[src/rtl/decoder_pkg.sv]
// decoder_pkg: decoder record type, lane count and issue-queue depth shared by the decode/issue slice
package decoder_pkg;

    localparam int DEC_NUM = 2;
    localparam int CFG_ISSUE_DEPTH = 8;

    typedef struct packed {
        logic [31:0] pc;
        logic [31:0] instr;
        logic [4:0]  rd;
        logic [4:0]  rs1;
        logic [4:0]  rs2;
        logic [3:0]  op;
    } DecoderDataType;

    localparam DecoderDataType decoder_data_none = '0;

endpackage

[src/rtl/dec_issue_queue.sv]
// dec_issue_queue: two-lane decode buffer issuing one record per cycle in program order
//   i_clk, i_rst (async, active-high), i_flush   : clock, reset, discard all entries
//   i_d0_valid/i_d0, i_d1_valid/i_d1            : decode lanes (d0 older than d1)
//   o_wready                                     : at least two free entries
//   o_valid/o_d/i_ready                          : head record handshake to the executor
//   o_count                                      : occupied entries
//   o_drop                                       : registered pulse, a presented record was discarded
module dec_issue_queue
    import decoder_pkg::*;
#(
    parameter int DEPTH = CFG_ISSUE_DEPTH
) (
    input  logic                     i_clk,
    input  logic                     i_rst,
    input  logic                     i_flush,
    input  logic                     i_d0_valid,
    input  DecoderDataType           i_d0,
    input  logic                     i_d1_valid,
    input  DecoderDataType           i_d1,
    output logic                     o_wready,
    output logic                     o_valid,
    output DecoderDataType           o_d,
    input  logic                     i_ready,
    output logic [$clog2(DEPTH):0]   o_count,
    output logic                     o_drop
);

    localparam int AW = $clog2(DEPTH);
    localparam int CW = AW + 1;

    typedef struct packed {
        DecoderDataType [DEPTH-1:0] mem;
        logic [AW-1:0]              wr_ptr;
        logic [AW-1:0]              rd_ptr;
        logic [CW-1:0]              count;
        logic                       drop;
    } dec_issue_queue_registers;

    localparam dec_issue_queue_registers dec_issue_queue_r_reset = '{
        mem:    '0,
        wr_ptr: '0,
        rd_ptr: '0,
        count:  '0,
        drop:   1'b0
    };

    dec_issue_queue_registers r, rin;
    logic          wready, push, wr0, wr1, pop, drop;
    logic [1:0]    npush;
    logic [AW-1:0] wp1;

    // Conservative: a single free slot is refused so the decoder can always present a full pair.
    assign wready = r.count <= CW'(DEPTH - 2);
    assign push   = wready & ~i_flush;
    assign wr0    = push & i_d0_valid;
    assign wr1    = wr0 & i_d1_valid;
    assign npush  = {1'b0, wr0} + {1'b0, wr1};
    assign pop    = (r.count != '0) & i_ready & ~i_flush;
    assign wp1    = r.wr_ptr + AW'(1);
    // d1 without d0, or anything presented while full, is a decoder protocol error.
    assign drop   = ~i_flush & ((i_d1_valid & ~i_d0_valid) | ((i_d0_valid | i_d1_valid) & ~wready));

    always_comb begin
        rin = r;
        if (i_flush) begin
            rin.wr_ptr = '0;
            rin.rd_ptr = '0;
            rin.count  = '0;
        end else begin
            if (wr0) rin.mem[r.wr_ptr] = i_d0;
            if (wr1) rin.mem[wp1] = i_d1;
            rin.wr_ptr = r.wr_ptr + AW'(npush);
            rin.rd_ptr = r.rd_ptr + AW'(pop);
            rin.count  = r.count + CW'(npush) - CW'(pop);
        end
        rin.drop = drop;
    end

    always_ff @(posedge i_clk or posedge i_rst) begin
        if (i_rst) r <= dec_issue_queue_r_reset;
        else r <= rin;
    end

    assign o_wready = wready;
    assign o_valid  = r.count != '0;
    assign o_d      = r.mem[r.rd_ptr];
    assign o_count  = r.count;
    assign o_drop   = r.drop;

endmodule

[config.mk]
export PLATFORM = sky130hd
export DESIGN_NAME = dec_issue_queue
export DESIGN_NICKNAME = d
export VERILOG_FILES = /design/src/rtl/decoder_pkg.sv /design/src/rtl/dec_issue_queue.sv
export SDC_FILE = /design/constraint.sdc
export NUM_CORES = 2
export LEC_CHECK = 0
export CORE_UTILIZATION = 35
export CTS_CLUSTER_SIZE = 16
export DETAILED_ROUTE_END_ITERATION = 10
export GPL_ROUTABILITY_DRIVEN = 0
export SYNTH_ARGS = -nofsm -noshare
export SYNTH_HDL_FRONTEND = slang
export SYNTH_SLANG_ARGS = --single-unit
[constraint.sdc]
create_clock -name i_clk -period 29.2 [get_ports i_clk]
set_input_delay 7.3 -clock i_clk [delete_from_list [all_inputs] [get_ports i_clk]]
set_output_delay 7.3 -clock i_clk [all_outputs]
set_load 0.005 [all_outputs]
==> results.txt <==
Buf/Inv on CP = 2
Worst EP required = 21.90 ns
DR iter-0 viols = 3717
Setup repair bufs after CTS = 0
Sink Count = 675
Ports = 262
Crit start category = flip-flop
Initial antenna violation count = 1
Ys Warns = 0
Type of the worst setup path = flip-flop to output pin
Vias = 30020
FF-to-FF path depth = 9
Total CTS buffers = 75
Fin. max-slew vios = 0
Synth Instances = 3040
Clk root buf = clkbuf_16
DR pass1 iterations = 8
Cell family with most CP delay = buffers and inverters
Synth Flop Type = dfrtp_1
Most common cell after layout, fill and taps aside = dfrtp_1
Vias in the first global route = 30150
Global-route wire length before repair = 201300 µm
Worst Hold Class = flip-flop to flip-flop
Most frequent cells in the layout = 672 x dfrtp_1, 502 x a221oi_1, 499 x a21oi_1, 260 x clkdlybuf4s50_1, 253 x nor2_1
Nets = 3266
Post_cts resized = 0
Largest net degree at the start of global routing = 197
DRT Wirelength = 135300 µm
Post-DR vias/cell = 6.803
Slowest stage cell, crit path = dfrtp_4
Final instance area = 40300 µm²
Die area = 99900 µm²
Total leakage power = 15.58 nW
# fillers = 9122
Minimum clock period = 11.53 ns
Crit end category = output pin
Clock Latency Late Sink = 0.63 ns
Post-route clock period utilization = 39.49%
Starting Density = 35.54%
Cell Chain, Critical Path = buf_4, mux4_2, mux2_2, clkdlybuf4s50_1
Detail Route Antenna Nets = 0
GRT overflow = 0
Total Neg Setup Slack = 0 ns
Worst slew margin = 17.12%
Largest cells by area after synthesis = dfrtp_1 49%, a221oi_1 13%, mux4_2 11%
Share of cells above drive strength 1 = 15.46%
F_max = 86.71 MHz
Hold Path Sink = r[429]
Wire per inst = 30.66 µm
Synth unique cells = 53
Max incr delay on CP = 1.14 ns
Worst IR drop on VDD = 0.03557 mV
Register area = 16900 µm²
PwrDens = 86.53 nW/µm²
Ant diodes = 0
Post-Syn Area = 34530 µm²
Multi-input logic area = 15760 µm²
Core area = 97140 µm²
Seq cells post-synth = 675
Area leader, netlist = dfrtp_1
GRT Overall Usage = 26.73%
CTS Hold Buffers Added = 0
Placed cell areas = 37860 µm²
Hpwl dp = 69600 µm
Port-buffer cells = 261
Die Ht = 316.1 µm
MaxCap Viol Count = 0
Synth top area share = 48.92%
Setup Viol. Count Final = 0
Hold wc startpoint = r[429]
CTS tree = built
Avg Inst Size Synth = 11.36 µm²
RSZ-0062 raised after global routing = false
Register area share after synthesis = 48.92%
CP arrival = 4.23 ns
H-tree levels = 3
CTS clk-pin slew, worst paths = 0.06 ns
EDFF count, synth = 0
Deepest clock path buffer count = 3
Worst slew pin tran = 1.243 ns
Hold Violations, Final = 0
Endpoint of the worst register-to-register path = r[386]
Outcome = complete, no violations
Layout area overhead = 16.73%
Cell depth of the worst hold path = 1
DRC = 0
Reg2reg start = o_count[3]
FF-to-FF setup slack = 24.69 ns
Die Wd = 316.1 µm
Setup Skew = 0.01697 ns
# rows = 114
CP max FO = 65
Synth async-reset ratio = 100.0%
Syn_nets = 3225
[worst max-delay path by stage]
stage | start | end | slack, ns | cells past startpoint
finish | r[6] | o_d[67] | 17.67 | 4
CTS | r[6] | o_d[67] | 17.57 | 4
global route | r[6] | o_d[67] | 17.57 | 4
floorplan | i_rst | o_count[0] | 2.98 | 1
detailed placement | i_d0_valid | r[391] | 17.76 | 7
global placement | i_d0_valid | r[552] | 17.85 | 7
[power by group]
part | internal (mW) | switching (mW) | total (mW) | leakage, nW
clock | 0.560 | 0.404 | 0.965 | 1.22
sequential | 1.23 | 0.177 | 1.41 | 7.97
combinational | 0.601 | 0.514 | 1.11 | 6.39
[layer usage]
layer  part of all wire, %  track usage (%)  wire [µm]
met2                    45            39.90      61060
met5                0.0067                0          9
met1                    41            37.69      55660
met3                    11            6.377      14360
met4                   3.1            9.903       4208
[registers in the layout (all words and copies together) (netlist names)]
signal / cells
o_count: 4
r: 670
o_drop: 1
[synthesized netlist by cell type (all sizes together), types with 5 or more instances]
| cell type | number |
|---|---|
| a211oi | 62 |
| a21oi | 500 |
| a221oi | 512 |
| a222oi | 26 |
| a2bb2oi | 62 |
| buf | 159 |
| clkbuf | 206 |
| dfrtp | 675 |
| ha | 11 |
| inv | 114 |
| mux2 | 83 |
| mux4 | 166 |
| nand2b | 5 |
| nor2 | 258 |
| nor2b | 5 |
| nor3 | 91 |
| o22ai | 5 |
| o32ai | 62 |
[cell type report]
type / count / share of cell area, %
multi-input cells: 1886 / 39.11
repair buffers: 329 / 7.845
clock buffers: 115 / 5.632
clock inverters: 18 / 0.4284
flip-flops and latches: 675 / 41.94
well taps: 1276 / 3.961
inverters: 114 / 1.080
[logic make-up after synthesis]
family                   Yosys count  share of synthesized area, %
flip-flops                       675                         48.92
buffers and inverters            479                         5.965
AND/OR/NAND/NOR                  380                         4.863
adder cells (fa/ha/maj)           13                        0.5146
AO/OA/AOI/OAI                   1238                         25.99
XOR/XNOR                           6                        0.2066
multiplexers                     249                         13.54
[metrics by stage]
step	utilization, %	power, mW	setup WS [ns]	std cells	hold slack (ns)
after floorplan	-	2.102	2.979	3040	0.4591
after global routing	41.49	3.666	17.57	4413	0.5240
after global placement	38.98	2.499	17.85	4280	0.4831
after detailed placement	38.98	2.519	17.76	4280	0.4888
after CTS	41.49	3.493	17.57	4413	0.5011
final	41.49	3.487	17.67	4413	0.5075
Power figures use the tool's default switching activity.
